File: src/rtl/pc_seq_pkg.sv
// Shared constants for the program-counter sequencer: next-PC select encodings,
// reset/step defaults and the jump-region split position.
package pc_seq_pkg;

  typedef logic [1:0] pc_src_t;

  localparam pc_src_t PC_SRC_SEQ    = 2'b00;
  localparam pc_src_t PC_SRC_BRANCH = 2'b01;
  localparam pc_src_t PC_SRC_JUMP   = 2'b10;
  localparam pc_src_t PC_SRC_REG    = 2'b11;

  localparam logic [31:0] DEFAULT_RESET_PC = 32'h0040_0000;
  localparam int unsigned DEFAULT_STEP     = 4;

  // J-type targets keep PC bits above this position from pc + STEP.
  localparam int unsigned JUMP_SPLIT = 28;

endpackage

File: src/rtl/pc_sequencer_if.sv
// Control-FSM <-> PC sequencer signal bundle. The master modport is the control side;
// the slave modport is the sequencer.
interface pc_sequencer_if
  import pc_seq_pkg::*;
#(
  parameter int unsigned WORD_LENGTH = 32
);
  logic                   pc_write;
  pc_src_t                pc_src;
  logic                   branch_cond;
  logic [WORD_LENGTH-1:0] sign_ext_imm;
  logic [25:0]            jump_index;
  logic [WORD_LENGTH-1:0] reg_target;
  logic                   link;
  logic                   ret;
  logic [WORD_LENGTH-1:0] pc;
  logic [WORD_LENGTH-1:0] pc_plus_step;
  logic [WORD_LENGTH-1:0] branch_target;
  logic                   ras_full;
  logic                   ras_empty;
  logic                   misaligned;

  modport master (
    output pc_write, pc_src, branch_cond, sign_ext_imm, jump_index, reg_target, link, ret,
    input  pc, pc_plus_step, branch_target, ras_full, ras_empty, misaligned
  );

  modport slave (
    input  pc_write, pc_src, branch_cond, sign_ext_imm, jump_index, reg_target, link, ret,
    output pc, pc_plus_step, branch_target, ras_full, ras_empty, misaligned
  );

endinterface

File: src/rtl/return_stack.sv
// Circular return-address stack with saturating occupancy count. When full, a push
// overwrites the oldest entry; push and pop together replace the top in place.
module return_stack #(
  parameter int unsigned WORD_LENGTH = 32,
  parameter int unsigned RAS_DEPTH   = 4
) (
  input  logic                   clk,
  input  logic                   reset,
  input  logic                   push,
  input  logic                   pop,
  input  logic [WORD_LENGTH-1:0] push_data,
  output logic [WORD_LENGTH-1:0] top,
  output logic                   full,
  output logic                   empty
);

  localparam int unsigned PtrW = $clog2(RAS_DEPTH);
  localparam int unsigned CntW = PtrW + 1;

  logic [WORD_LENGTH-1:0] mem_q [RAS_DEPTH];
  logic [PtrW-1:0]        top_q, top_d, wr_ptr;
  logic [CntW-1:0]        count_q, count_d;
  logic                   pop_ok, wr_en;

  assign full   = (count_q == CntW'(RAS_DEPTH));
  assign empty  = (count_q == '0);
  assign top    = mem_q[top_q];
  // A pop on an empty stack is a no-op; the caller falls back to the register target.
  assign pop_ok = pop & ~empty;

  always_comb begin
    top_d   = top_q;
    count_d = count_q;
    wr_en   = 1'b0;
    wr_ptr  = top_q;
    if (push && pop_ok) begin
      wr_en = 1'b1;
    end else if (push) begin
      top_d  = top_q + 1'b1;
      wr_ptr = top_d;
      wr_en  = 1'b1;
      if (!full) begin
        count_d = count_q + 1'b1;
      end
    end else if (pop_ok) begin
      top_d   = top_q - 1'b1;
      count_d = count_q - 1'b1;
    end
  end

  always_ff @(posedge clk or negedge reset) begin
    if (!reset) begin
      top_q   <= '0;
      count_q <= '0;
    end else begin
      top_q   <= top_d;
      count_q <= count_d;
    end
  end

  // Entry contents are don't-care after reset, so storage carries no reset.
  always_ff @(posedge clk) begin
    if (wr_en) begin
      mem_q[wr_ptr] <= push_data;
    end
  end

endmodule

File: src/rtl/pc_sequencer.sv
// Multicycle MIPS PC register with sequential/branch/jump/register next-PC selection.
// Define PC_SEQUENCER_RAS_EN to build in the return-address stack.
module pc_sequencer
  import pc_seq_pkg::*;
#(
  parameter int unsigned            WORD_LENGTH = 32,
  parameter logic [WORD_LENGTH-1:0] RESET_PC    = WORD_LENGTH'(DEFAULT_RESET_PC),
  parameter int unsigned            STEP        = DEFAULT_STEP,
  parameter int unsigned            RAS_DEPTH   = 4
) (
  input logic           clk,
  input logic           reset,
  pc_sequencer_if.slave bus
);

  logic [WORD_LENGTH-1:0] pc_q, pc_d;
  logic [WORD_LENGTH-1:0] pc_plus_step, branch_target, jump_target, ras_top;
  logic                   misaligned_q;
  logic                   ras_hit, ras_full, ras_empty;

  assign pc_plus_step  = pc_q + WORD_LENGTH'(STEP);
  assign branch_target = pc_plus_step + (bus.sign_ext_imm << 2);
  assign jump_target   = {pc_plus_step[WORD_LENGTH-1:JUMP_SPLIT], bus.jump_index, 2'b00};

`ifdef PC_SEQUENCER_RAS_EN
  logic ras_push, ras_pop;

  assign ras_push = bus.pc_write & bus.link;
  assign ras_pop  = bus.pc_write & (bus.pc_src == PC_SRC_REG) & bus.ret;
  assign ras_hit  = bus.ret & ~ras_empty;

  return_stack #(
    .WORD_LENGTH (WORD_LENGTH),
    .RAS_DEPTH   (RAS_DEPTH)
  ) u_return_stack (
    .clk       (clk),
    .reset     (reset),
    .push      (ras_push),
    .pop       (ras_pop),
    .push_data (pc_plus_step),
    .top       (ras_top),
    .full      (ras_full),
    .empty     (ras_empty)
  );
`else
  logic                     unused_ras_ctrl;
  logic [$clog2(RAS_DEPTH):0] unused_ras_depth;

  assign unused_ras_ctrl  = bus.link ^ bus.ret;
  assign unused_ras_depth = '0;
  assign ras_hit          = 1'b0;
  assign ras_top          = '0;
  assign ras_full         = 1'b0;
  assign ras_empty        = 1'b1;
`endif

  always_comb begin
    pc_d = pc_plus_step;
    case (bus.pc_src)
      PC_SRC_SEQ:    pc_d = pc_plus_step;
      PC_SRC_BRANCH: pc_d = bus.branch_cond ? branch_target : pc_plus_step;
      PC_SRC_JUMP:   pc_d = jump_target;
      PC_SRC_REG:    pc_d = ras_hit ? ras_top : bus.reg_target;
    endcase
  end

  // Unaligned targets still load; misaligned just flags them.
  always_ff @(posedge clk or negedge reset) begin
    if (!reset) begin
      pc_q         <= RESET_PC;
      misaligned_q <= 1'b0;
    end else if (bus.pc_write) begin
      pc_q         <= pc_d;
      misaligned_q <= |pc_d[1:0];
    end
  end

  assign bus.pc            = pc_q;
  assign bus.pc_plus_step  = pc_plus_step;
  assign bus.branch_target = branch_target;
  assign bus.ras_full      = ras_full;
  assign bus.ras_empty     = ras_empty;
  assign bus.misaligned    = misaligned_q;

endmodule

File: src/flat_wrapper.sv
// flat-port wrapper written by rule: the top's interface ports become plain ports
module pc_sequencer_flat import pc_seq_pkg::*;
#(
  parameter int unsigned            WORD_LENGTH = 32,
  parameter logic [WORD_LENGTH-1:0] RESET_PC    = WORD_LENGTH'(DEFAULT_RESET_PC),
  parameter int unsigned            STEP        = DEFAULT_STEP,
  parameter int unsigned            RAS_DEPTH   = 4
)
  (clk, reset, bus_pc_write, bus_pc_src, bus_branch_cond, bus_sign_ext_imm, bus_jump_index, bus_reg_target, bus_link, bus_ret, bus_pc, bus_pc_plus_step, bus_branch_target, bus_ras_full, bus_ras_empty, bus_misaligned);
  pc_sequencer_if #(.WORD_LENGTH(WORD_LENGTH)) bus_i ();
  input logic clk;
  input logic reset;
  input wire logic [$bits(bus_i.pc_write)-1:0] bus_pc_write;
  input wire logic [$bits(bus_i.pc_src)-1:0] bus_pc_src;
  input wire logic [$bits(bus_i.branch_cond)-1:0] bus_branch_cond;
  input wire logic [$bits(bus_i.sign_ext_imm)-1:0] bus_sign_ext_imm;
  input wire logic [$bits(bus_i.jump_index)-1:0] bus_jump_index;
  input wire logic [$bits(bus_i.reg_target)-1:0] bus_reg_target;
  input wire logic [$bits(bus_i.link)-1:0] bus_link;
  input wire logic [$bits(bus_i.ret)-1:0] bus_ret;
  output wire logic [$bits(bus_i.pc)-1:0] bus_pc;
  output wire logic [$bits(bus_i.pc_plus_step)-1:0] bus_pc_plus_step;
  output wire logic [$bits(bus_i.branch_target)-1:0] bus_branch_target;
  output wire logic [$bits(bus_i.ras_full)-1:0] bus_ras_full;
  output wire logic [$bits(bus_i.ras_empty)-1:0] bus_ras_empty;
  output wire logic [$bits(bus_i.misaligned)-1:0] bus_misaligned;
  assign bus_i.pc_write = bus_pc_write;
  assign bus_i.pc_src = bus_pc_src;
  assign bus_i.branch_cond = bus_branch_cond;
  assign bus_i.sign_ext_imm = bus_sign_ext_imm;
  assign bus_i.jump_index = bus_jump_index;
  assign bus_i.reg_target = bus_reg_target;
  assign bus_i.link = bus_link;
  assign bus_i.ret = bus_ret;
  assign bus_pc = bus_i.pc;
  assign bus_pc_plus_step = bus_i.pc_plus_step;
  assign bus_branch_target = bus_i.branch_target;
  assign bus_ras_full = bus_i.ras_full;
  assign bus_ras_empty = bus_i.ras_empty;
  assign bus_misaligned = bus_i.misaligned;
  pc_sequencer #(.WORD_LENGTH(WORD_LENGTH), .RESET_PC(RESET_PC), .STEP(STEP), .RAS_DEPTH(RAS_DEPTH)) u_core (.clk(clk), .reset(reset), .bus(bus_i));
endmodule
File: config.mk
export PLATFORM = sky130hd
export DESIGN_NAME = pc_sequencer_flat
export DESIGN_NICKNAME = d
export VERILOG_FILES = /design/src/rtl/pc_seq_pkg.sv /design/src/rtl/pc_sequencer_if.sv /design/src/rtl/return_stack.sv /design/src/rtl/pc_sequencer.sv /design/src/flat_wrapper.sv
export SDC_FILE = /design/constraint.sdc
export NUM_CORES = 1
export LEC_CHECK = 0
export BUFFER_PORTS_ARGS = -buffer_cell sky130_fd_sc_hd__buf_4
export CAP_MARGIN = 20
export CORE_UTILIZATION = 49
export DETAILED_ROUTE_END_ITERATION = 10
export MAX_ROUTING_LAYER = met4
export PLACE_DENSITY = 0.89
export SETUP_SLACK_MARGIN = 0.02
export SLEW_MARGIN = 20
export SYNTH_ARGS = -nofsm -noshare
export SYNTH_HDL_FRONTEND = slang
export SYNTH_SLANG_ARGS = --single-unit
File: constraint.sdc
create_clock -name clk -period 4.2 [get_ports clk]
set_clock_uncertainty 0.05 [all_clocks]
set_input_delay 0 -clock clk [delete_from_list [all_inputs] [get_ports clk]]
set_output_delay 0 -clock clk [all_outputs]
set_load 0.01 [all_outputs]
Word-level counts from Yosys, hierarchy flattened

Index checks and enable logic that the tools add are counted.

Add/subtract/negate cells: 2
Mux-type cells: 2
Reductions and logical operators: 2
Eq/ne operators: 3

Operator list:

| kind                    | number |
|---|---|
| $pmux W32 S4            | 1 |
| $add A32 B3 Y32 const B | 1 |
| $add A32 B32 Y32        | 1 |
| $mux W32                | 1 |
| $eq A2 B2 Y1 const B    | 2 |
| $eq A2 B1 Y1 const B    | 1 |
| $logic_not A2 Y1        | 1 |
| $reduce_or A2 Y1        | 1 |

Input bits: 98
Flip-flop bits (word level): 33
Word-level logic and storage cells: 11
Output and inout bits: 99

Logic depth before layout (Yosys ltp)

Gate-level depths: netlist (run 1).

Word-level depth: 5
Depth in mapped cells: 16
Depth with buffers taken out: 15

Worst setup path before layout (run 1)

No wires, ideal clock.

Path type: register -> register
From: register u_core.pc_q[16], in the netlist u_core.bus.pc[16]
To: register u_core.pc_q[28], in the netlist u_core.bus.pc[28]
Required time: 4.024 ns
Setup time: 0.126 ns
Stages on the path, launching flop included: 15
Slack: 0.399 ns
Arrival time: 3.625 ns
Buffers on the path: 1
Clock period less this slack: 3.801 ns
Cell sequence: dfrtp_1 and4_4 nand3_2 or4_4 buf_6 xnor2_1 ha_1 a21oi_1 o21ai_0 a211oi_1 o21bai_1 a21o_1 a41oi_2 xnor2_1 a221o_1

Word-level cells in the longest chain between the ends: 4

Ends and longest elaborated chain:

| element                         | line               | RTL |
|---|---|---|
| start, declared                 | pc_sequencer.sv:16 | `logic [WORD_LENGTH-1:0] pc_q, pc_d;` |
| start signal, assigned          | pc_sequencer.sv:73 | `pc_q <= pc_d;` |
| $add A32 B3 Y32                 | pc_sequencer.sv:21 | `assign pc_plus_step = pc_q + WORD_LENGTH'(STEP);` |
| named net bus_pc_plus_step[23]  | flat_wrapper.sv:22 | `output wire logic [$bits(bus_i.pc_plus_step)-1:0] bus_pc_plus_step;` |
| $add A32 B32 Y32                | pc_sequencer.sv:22 | `assign branch_target = pc_plus_step + (bus.sign_ext_imm << 2);` |
| named net bus_branch_target[28] | flat_wrapper.sv:23 | `output wire logic [$bits(bus_i.branch_target)-1:0] bus_branch_target;` |
| $mux W32                        | pc_sequencer.sv:61 | `PC_SRC_BRANCH: pc_d = bus.branch_cond ? branch_target : pc_plus_step;` |
| $pmux W32 S4                    | pc_sequencer.sv:59 | `case (bus.pc_src)` |

The timed path passes the listed nets, and every way through them passes these cells.
A chain may end at the register's enable or synchronous reset.

Final worst setup path (run 1)

From: register u_core.pc_q[4], in the netlist u_core.bus.pc[4]
To: output bus_branch_target[25]

Word-level cells in the longest chain between the ends: 2

Ends and longest elaborated chain:

| element          | line |
|---|---|
| $add A32 B3 Y32  | pc_sequencer.sv:21 |
| $add A32 B32 Y32 | pc_sequencer.sv:22 |
| end, declared    | flat_wrapper.sv:23 |

Every way passes these cells.

==> results of run 1 <==
## metal layers
metal | GRT usage | vias to the layer above | share of wire
met5 | - | - | 0
met4 | 0.123 | 0 | 0.031
met3 | 0.0417 | 50 | 0.079
met2 | 0.562 | 319 | 0.50
met1 | 0.417 | 2535 | 0.39
li1 | - | 2468 | -
## through the flow
stage	setup TNS, ps	setup slack (ps)	std cells	power (mW)	util
after floorplan	0	399	571	1.71	-
after global placement	0	354	846	2.57	0.677
after detailed placement	0	206	846	2.62	0.677
after CTS	0	24.2	857	2.89	0.693
after global routing	-50.6	-19.7	857	3.10	0.698
final	0	178	857	2.93	0.698
## power groups by stage
stage                     logic (mW)  clock network [mW]  registers [mW]
after floorplan                 1.18                   0           0.526
after global placement          2.06                   0           0.514
after detailed placement        2.10                   0           0.521
after CTS                       2.12               0.252           0.518
after global routing            2.29               0.269           0.538
final                           2.15               0.256           0.524
## kinds of logic after synthesis
group,share of synthesized area
simple gates,0.196
compound gates,0.272
xor+xnor,0.113
buf+inv,0.0504
fa+ha+maj,0.105
flops,0.185
mux,0.0761
other cells,0.00168
## worst max-delay path, cell delays in order (launching register included)
cell	delay, ps
dfrtp_1	450
and3_1	300
nand3_1	300
nor2_2	240
nand3_1	160
xnor2_2	210
ha_1	340
nand4_1	130
o41ai_1	380
a211o_1	180
a31oi_4	60
o21ai_4	250
a21oi_2	120
o21ai_1	200
xnor2_1	180
buf_4	160
## cells in the final DEF, fill, tap and decap left out, types with 6 or more instances in the layout
master	netlist	routed
buf_4	6	196
nand2_1	59	58
nor2_1	52	49
a21oi_1	46	44
o21ai_0	44	42
ha_1	36	34
xnor2_1	33	29
dfrtp_1	32	29
nand3_1	22	22
xor2_1	21	21
inv_1	21	21
mux2_2	18	18
a21o_1	11	11
a221o_1	9	9
nand4_1	8	8
nor3_1	8	8
and3_1	7	7
mux2i_1	7	7
xnor2_2	2	6
a211oi_1	6	6
a221oi_1	6	6
## final timing paths
kind / startpoint / end / slack (ps) / cells after the start
setup / recovery: u_core.bus.pc[4]$_DFFE_PN0P_ / bus_branch_target[25] / 180 / 15
hold / removal: bus_jump_index[11] / u_core.bus.pc[13]$_DFFE_PN0P_ / 30 / 3
setup reg to reg: u_core.bus.pc[4]$_DFFE_PN0P_ / u_core.bus.pc[28]$_DFFE_PN0P_ / 310 / 12
hold reg to reg: u_core.bus.misaligned$_DFFE_PN0P_ / u_core.bus.misaligned$_DFFE_PN0P_ / 480 / 1
max in group asynchronous: reset / u_core.bus.pc[11]$_DFFE_PN0P_ / 3590 / 2
min in group asynchronous: reset / u_core.bus.pc[12]$_DFFE_PN0P_ / 150 / 2
## sequential cells by signal (all words and copies together), names as in the netlist
name,flops
u_core.bus.misaligned,1
u_core.bus.pc,32
## Yosys cell counts, types with 9 or more instances
cell / count
nand2_1: 59
a221o_1: 9
xnor2_1: 33
nand3_1: 22
inv_1: 21
ha_1: 36
clkbuf_1: 17
mux2_2: 18
o21ai_0: 44
a21o_1: 11
a21oi_1: 46
xor2_1: 21
nor2_1: 52
dfrtp_1: 32
## area by class of cell
class,count,area share
Clock inverter,3,0.00368
Timing Repair Buffer,199,0.245
Multi-Input combinational cell,487,0.568
Sequential cell,33,0.136
Tap cell,108,0.0221
Clock buffer,5,0.0112
Inverter,22,0.0135
## repair_timing
item | in CTS | in global routing
setup endpoints to repair | 1 | 11
endpoints found under the hold margin | 35 | 0
hold buffers | 3 | 0
cloned | 0 | 0
resized for setup | 4 | 14
setup buffers | 0 | 0
==> summary.md, run 1 <==
| Metric | Value |
|---|---|
| Status | complete, no violations |
| Flops & latches, synth | 33 |
| Synth Cell Area | 4470 um2 |
| FFs w/ async S/R, synth | 1.00 |
| Final setup fails | 0 |
| IO Count | 197 |
| Crit Path Max Fanout | 6 |
| Tmin final | 4020 ps |
| Global-route wire length before repair | 25.2 mm |
| Peak supply drop | 0.000306 V |
| Via density | 6.27 |
| Switching pwr | 1.41 mW |
| Post-synth top area share | 0.179 |
| TritonCTS clock tree | yes |
| Post-synthesis instance total | 571 |
| Worst-Skew Late Latency | 290 ps |
| WL/cell | 18.9 um |
| Antenna-violating nets left | 0 |
| DRT iter0 DRCs | 446 |
| Fin area | 6120 um2 |
| Synth Warn # | 0 |
| ANT cells | 0 |
| Root Buffer | clkbuf_8 |
| Num CTS Buffers | 5 |
| Ys flop type | dfrtp_1 |
| Slew HR | 0.204 |
| Internal power | 1.53 mW |
| Total track usage | 0.337 |
| Leak | 2.82 nW |
| Clk pin slew, worst setup/hold paths | 90 ps |
| Drt total wl | 16.2 mm |
| Top post-synthesis cells by area | dfrtp_1 (18%), ha_1 (10%), xnor2_1 (6.5%), a21oi_1 (5.1%), nand2_1 (5.0%) |
| P&R area growth vs syn | 36.9% |
| Core area | 8760 um2 |
| RSZ-0062 raised after global routing | yes |
| Row cnt | 34 |
| Clock power share | 0.087 |
| Post-synthesis sequential area ratio | 0.185 |
| Crit path launch type | flip-flop |
| Clock sinks | 33 |
| Hold Violations, Final | 0 |
| Number of synthesized flops with an enable pin | 0 |
| Filler Cells Inserted | 720 |
| Placed Area | 5930 um2 |
| Max Cap Viol | 0 |
| Worst EP arrival | 3970 ps |
| Hpwl dp | 12.4 mm |
| Gp weighted congestion | 0.993 |
| Sequential power share | 0.179 |
| Worst min path class | in2reg |
| Area of the multi-input gates | 3480 um2 |
| Period utilization | 0.958 |
| 1st-pass router iterations | 5 |
| Max Fclk | 249 MHz |
| Crit. End Element | primary output |
| Die H | 97.5 um |
| Grt ovf | 0 |
| Power density over the cells | 479 nW/um2 |
| Register area | 831 um2 |
| Initial antenna violation count | 0 |
| Initial Util | 0.510 |
| Buffers on Ports | 190 |
| Tightest hold margin | 29.2 ps |
| Vias | 5,372 |
| CP required | 4150 ps |
| Combinational Power Share | 0.734 |
| DRC | 0 |
| Worst slew pin tran | 1190 ps |
| Net Sw Frac | 0.480 |
| Synth cell types | 70 |
| H-tree depth | 2 |
| Die X | 97.5 um |
| Cell taking the most area after synthesis | dfrtp_1 |
| Number of global-route vias before repair | 5,089 |
| Setup CP Type | reg2out |
| Die footprint | 9510 um2 |
| Synthesized Nets | 706 |
| Share of cells above drive strength 1 | 0.346 |
| Pins Over Slew Limit | 0 |
| Mapped Avg Cell Area | 7.83 um2 |
| Largest net degree at the start of global routing | 54 |
| Clock tree buffer depth | 2 |
| Nets | 883 |
Power figures use the tool's default switching activity.
==> run 2: changes to the inputs <==
- CORE_ASPECT_RATIO: not set -> 0.8
==> summary.md, run 2 (synthesis gave the netlist of run 1 again) <==
| Metric | Value |
|---|---|
| Nets | 884 (+0.11%) |
| Max Cap Viol | 0 (unchanged) |
| Drt total wl | 16.3 mm (+0.64%) |
| Worst slew pin tran | 1190 ps (-2.17 ps) |
| Row cnt | 30 (-12%) |
| Initial antenna violation count | 0 (unchanged) |
| IO Count | 197 (unchanged) |
| Crit path cell chain | and4_4, nand3_2, or4_4, xnor2_1, ha_1, a21oi_1, o21ai_1, a211oi_1, o21bai_1, a21o_1, a41oi_2, xnor2_1, buf_4 |
| Crit path from | u_core.bus.pc[16]$_DFFE_PN0P_ |
| Most frequent cells in the layout | buf_4 (197), nand2_1 (58), nor2_1 (50), a21oi_1 (44), o21ai_0 (42) |
| Root Buffer | clkbuf_16 |
| Met2 WL | 7.75 mm (-3.4%) |
| Reg2reg start | u_core.bus.pc[16]$_DFFE_PN0P_ |
| Register area | 830 um2 (-0.15%) |
| Clock sinks | 33 (unchanged) |
| Critical path's slowest cell | or4_4 |
| Crit Path Max Fanout | 8 (+2) |
| ANT cells | 0 (unchanged) |
| WL/cell | 18.9 um (about the same) |
| Vias | 5,330 (-0.78%) |
| Area of the multi-input gates | 3530 um2 (+1.4%) |
| Highest metal used | met4 |
| Max Fclk | 253 MHz (+1.8%) |
| Power density over the cells | 502 nW/um2 (+4.8%) |
| Die H | 87.4 um (-10%) |
| Crit path launch type | flip-flop |
| Met3 routed wirelength | 1.54 mm (+21%) |
| CP required | 4150 ps (about the same) |
| Largest register FFs | 32 (unchanged) |
| Grt ovf | 0 (unchanged) |
| Worst min path class | in2reg |
| Crit. End Element | primary output |
| TritonCTS clock tree | yes |
| Buffers on Ports | 190 (unchanged) |
| Die X | 109 um (+12%) |
| Share of cells above drive strength 1 | 0.355 (+0.00887) |
| Commonest non-fill, non-tap cell in the layout | buf_4 |
| Initial Util | 0.516 (+0.00545) |
| Num CTS Buffers | 5 (unchanged) |
| Worst-Skew Late Latency | 280 ps (about the same) |
| Tmin final | 3950 ps (-69.6 ps) |
| Worst Path Buf+Inv | 1 (unchanged) |
| P&R area growth vs syn | 40.1% |
| Setup slack after layout | 247 ps (+69.6 ps) |
| Setup CP Type | reg2out |
| Met1 WL | 6.57 mm (+2.7%) |
| Filler Cells Inserted | 688 (-4.4%) |
| Leak | 2.90 nW (+2.6%) |
| Period utilization | 0.941 (-0.0166) |
| Via density | 6.18 (-1.4%) |
| Worst EP arrival | 3900 ps (-70 ps) |
| Setup tns final | 0 ps (unchanged) |
| Core area | 8670 um2 (-1.1%) |
| Critical path destination | bus_branch_target[28] |
| Slew HR | 0.206 (+0.00145) |
| RSZ-0062 raised after global routing | no |
| CP Depth | 13 (-2) |
| Pre-CTS setup slack | 228 ps (+22.0 ps) |
| Peak supply drop | 0.000276 V (-10%) |
| Status | complete, no violations |
| FF-to-FF setup slack | 330 ps (+20 ps) |
| Final Util | 0.722 (+0.0236) |
| 1st-pass router iterations | 5 (unchanged) |
| Hold Violations, Final | 0 (unchanged) |
| DRC | 0 (unchanged) |
| Most used cell, CP | xnor2_1 |
| Total design power | 3.15 mW (+7.2%) |
| Gp weighted congestion | 0.937 (-5.7%) |
| Reg2Reg Depth | 13 (+1) |
| Worst path top cell family by delay | compound AO/OA/AOI/OAI gates |
| Largest net degree at the start of global routing | 54 (unchanged) |
| Hpwl dp | 12.5 mm (+0.82%) |
| Final setup fails | 0 (unchanged) |
| Clk pin slew, worst setup/hold paths | 60 ps (-30 ps) |
| FF-to-FF End | u_core.bus.pc[28]$_DFFE_PN0P_ |
| Tightest hold margin | 38.8 ps (+9.60 ps) |
| Pins Over Slew Limit | 0 (unchanged) |
| DRT iter0 DRCs | 513 (+15%) |
| Global-route wire length before repair | 24.5 mm (-2.8%) |
| Hold Startpoint | bus_jump_index[11] |
| Total track usage | 0.342 (+0.00509) |
| Die footprint | 9510 um2 (about the same) |
| H-tree depth | 2 (unchanged) |
| Slowest stage delay, CP | 600 ps (+150 ps) |
| Number of global-route vias before repair | 5,041 (-0.94%) |
| Antenna-violating nets left | 0 (unchanged) |
| Clock tree buffer depth | 2 (unchanged) |
-- run 2: changes by cell type in the layout (fill, tap and decap cells not counted), moves of 2 or more --
cell        before  now
clkbuf_16        0    5
and3_1           7    5
clkbuf_8         5    1
clkinvlp_4       3    0
xnor2_1         29   27
xnor2_2          6    8
-- run 2: stage by stage --
step           std cells  cell area [um2]
2_1_floorplan        571             4470
3_3_place_gp         849             5930
3_5_place_dp         849             5930
4_1_cts              860             6130
5_1_grt              862             6260
6_report             862             6260
-- run 2: report_power, final --
group | switching, mW | internal [mW] | total, mW
Sequential | 0.131 | 0.393 | 0.524
Combinational | 1.16 | 1.03 | 2.19
Clock | 0.138 | 0.296 | 0.434
Total | 1.43 | 1.72 | 3.15
-- run 2: how the worst min path moves through the flow --
stage,cells after the start,slack (ps),end
floorplan,0,-350,u_core.bus.misaligned$_DFFE_PN0P_
global placement,1,-80,u_core.bus.misaligned$_DFFE_PN0P_
detailed placement,1,-80,u_core.bus.misaligned$_DFFE_PN0P_
CTS,3,40,u_core.bus.pc[13]$_DFFE_PN0P_
global route,3,50,u_core.bus.pc[13]$_DFFE_PN0P_
finish,3,40,u_core.bus.pc[13]$_DFFE_PN0P_
-- run 2: worst register-to-register path, cell delays in order, from the launching register on --
cell and delay (ps):
dfrtp_1 490, and4_4 300, nand3_2 110, or4_4 600, xnor2_1 260, ha_1 300
a21oi_1 220, o21ai_1 190, a211oi_1 310, o21bai_1 90, a21o_1 190, a41oi_2 160
xnor2_1 140, a221o_1 340
-- run 2: what timing repair did --
| action | CTS | global route |
|---|---|---|
| gates resized for setup | 1 | 24 |
| pin swaps | 0 | 2 |
| setup buffers | 0 | 2 |
| setup endpoints to repair | 1 | 12 |
| hold buffers | 3 | 0 |
| hold endpoints to repair | 35 | 0 |
-- run 2: layout make-up --
class                      count  area share
inverter                      22      0.0132
sequential                    33       0.132
tap                          112      0.0224
clock inverter                 1     0.00480
clock buffer                   7      0.0228
timing repair buffer         200       0.241
multi-input combinational    487       0.563
-- run 2: per-layer routing --
layer / vias to the layer above / global-route usage
li1: 2464 / -
met1: 2482 / 0.435
met2: 342 / 0.567
met3: 42 / 0.0434
met4: 0 / 0.101
met5: - / -
==> run 3: changes to the inputs <==
- CELL_PAD_IN_SITES_DETAIL_PLACEMENT: not set -> 1
- CELL_PAD_IN_SITES_GLOBAL_PLACEMENT: not set -> 1
- CORE_UTILIZATION: 49 -> 34
==> summary.md, run 3 (synthesis gave the netlist of run 1 again) <==
| Metric | Value |
|---|---|
| Hpwl dp | 14.8 mm (+19%) |
| Max Cap Viol | 0 (unchanged) |
| Peak supply drop | 0.000199 V (-28%) |
| Largest net degree at the start of global routing | 54 (unchanged) |
| Die footprint | 13,600 um2 (+43%) |
| Power density over the cells | 498 nW/um2 (-0.87%) |
| Leak | 2.94 nW (+1.4%) |
| Status | complete, no violations |
| Tightest hold margin | 42.6 ps (+3.77 ps) |
| Slew HR | 0.494 (+0.288) |
| Final Util | 0.501 (-0.221) |
| Vias | 5,350 (+0.38%) |
| Initial Util | 0.349 (-0.167) |
| Antenna-violating nets left | 0 (unchanged) |
| Worst path top cell family by delay | compound AO/OA/AOI/OAI gates |
| Final setup fails | 0 (unchanged) |
| P&R area growth vs syn | 43.7% |
| Die H | 105 um (+20%) |
| Crit path launch type | flip-flop |
| Highest metal used | met4 |
| Worst-Skew Late Latency | 280 ps (about the same) |
| Most used cell, CP | buf_4 |
| Share of cells above drive strength 1 | 0.373 (+0.0187) |
| Setup tns final | 0 ps (unchanged) |
| ANT cells | 0 (unchanged) |
| Nets | 892 (+0.90%) |
| CP Depth | 16 (+3) |
| Core area | 12,800 um2 (+48%) |
| Setup CP Type | reg2out |
| Worst EP arrival | 3920 ps (+20 ps) |
| Tmin final | 3970 ps (+19.1 ps) |
| Global-route wire length before repair | 29.5 mm (+20%) |
| CP required | 4150 ps (about the same) |
| Row cnt | 37 (+23%) |
| Worst Path Buf+Inv | 3 (+2) |
| Hold path depth | 3 (unchanged) |
| Clk pin slew, worst setup/hold paths | 60 ps (about the same) |
| Slowest stage delay, CP | 430 ps (-170 ps) |
| IO Count | 197 (unchanged) |
| Clock sinks | 33 (unchanged) |
| Gp weighted congestion | 0.918 (-2.0%) |
| Max Fclk | 252 MHz (-0.48%) |
| Grt ovf | 0 (unchanged) |
| 1st-pass router iterations | 4 (-1) |
| H-tree depth | 2 (unchanged) |
| Initial antenna violation count | 0 (unchanged) |
| Largest register FFs | 32 (unchanged) |
| Reg2Reg Depth | 15 (+2) |
| Met2 WL | 9.23 mm (+19%) |
| Hold Violations, Final | 0 (unchanged) |
| DRT iter0 DRCs | 310 (-40%) |
| Clock tree buffer depth | 2 (unchanged) |
| Crit Path Max Fanout | 6 (-2) |
| Root Buffer | clkbuf_16 |
| Period utilization | 0.946 (+0.00454) |
| Crit path cell chain | and3_4, nand3_2, nor3_2, buf_4, nand3_1, xnor2_2, ha_2, nand4_1, o41ai_1, a211o_1, a31oi_4, o21ai_4, buf_4, o22a_1, xnor2_2, buf_4 |
| Die X | 130 um (+20%) |
| Crit. End Element | primary output |
| Commonest non-fill, non-tap cell in the layout | buf_4 |
| Pins Over Slew Limit | 0 (unchanged) |
| Placed Area | 6040 um2 (+1.8%) |
| Met1 WL | 8.12 mm (+24%) |
| Most frequent cells in the layout | buf_4 (205), nand2_1 (58), nor2_1 (50), a21oi_1 (43), o21ai_0 (42) |
| Number of global-route vias before repair | 5,611 (+11%) |
| Critical path's slowest cell | dfrtp_2 |
| RSZ-0062 raised after global routing | no |
| Total track usage | 0.288 (-0.0540) |
| WL/cell | 20.4 um (+8.0%) |
| Worst min path class | in2reg |
| TritonCTS clock tree | yes |
| Num CTS Buffers | 5 (unchanged) |
| Buffers on Ports | 190 (unchanged) |
| DRC | 0 (unchanged) |
| Fin area | 6420 um2 (+2.6%) |
| Drt total wl | 19.0 mm (+17%) |
| Via density | 5.73 (-7.3%) |
| Met3 routed wirelength | 1.19 mm (-23%) |
| Worst slew pin tran | 759 ps (-432 ps) |
==> run 3: layer usage <==
| layer | up-vias | global-route usage |
|---|---|---|
| li1 | 2476 | - |
| met1 | 2610 | 0.360 |
| met2 | 220 | 0.472 |
| met3 | 44 | 0.0461 |
| met4 | 0 | 0.0880 |
| met5 | - | - |
==> run 3: path summary, 6_finish.rpt <==
kind | start | endpoint | slack [ps]
max reg2reg | u_core.bus.pc[12]$_DFFE_PN0P_ | u_core.bus.pc[25]$_DFFE_PN0P_ | 340
min in group asynchronous | reset | u_core.bus.pc[12]$_DFFE_PN0P_ | 170
max in group asynchronous | reset | u_core.bus.pc[5]$_DFFE_PN0P_ | 3540
max | u_core.bus.pc[12]$_DFFE_PN0P_ | bus_branch_target[31] | 230
min reg2reg | u_core.bus.misaligned$_DFFE_PN0P_ | u_core.bus.misaligned$_DFFE_PN0P_ | 470
min | bus_jump_index[11] | u_core.bus.pc[13]$_DFFE_PN0P_ | 40
==> run 3: worst min-delay path: stages <==
cell	delay [ps]
buf_4	110
o221ai_1	150
a31oi_1	90
==> run 3: timing repair <==
action                                  CTS  global route
pin swaps                                 1             3
gates resized for setup                  11            24
setup buffers                             1             5
hold buffers                              3             0
endpoints found under the hold margin    35             0
endpoints found under the setup margin    5            10
==> run 3: area by class of cell <==
| cell class | instances | area (um2) |
|---|---|---|
| fillers | 1576 | 6400 |
| multi-input cells | 487 | 3560 |
| repair buffers | 208 | 1570 |
| flip-flops and latches | 33 | 837 |
| well taps | 175 | 219 |
| clock buffers | 7 | 153 |
| inverters | 22 | 82.6 |
| clock inverters | 1 | 5.00 |
==> run 3: power breakdown <==
| group | switching (mW) | leakage [nW] | total [mW] | internal, mW |
|---|---|---|---|---|
| registers | 0.137 | 0.384 | 0.534 | 0.397 |
| clock network | 0.150 | 0.0799 | 0.402 | 0.251 |
| logic | 1.21 | 2.47 | 2.26 | 1.06 |
==> run 3: through the flow <==
| stage | worst slack (ps) | cells | power, mW |
|---|---|---|---|
| floorplan | 399 | 571 | 1.71 |
| global placement | 198 | 916 | 2.62 |
| detailed placement | 40.1 | 916 | 2.71 |
| CTS | 27.2 | 928 | 3.13 |
| global route | 28.0 | 933 | 3.40 |
| finish | 228 | 933 | 3.20 |
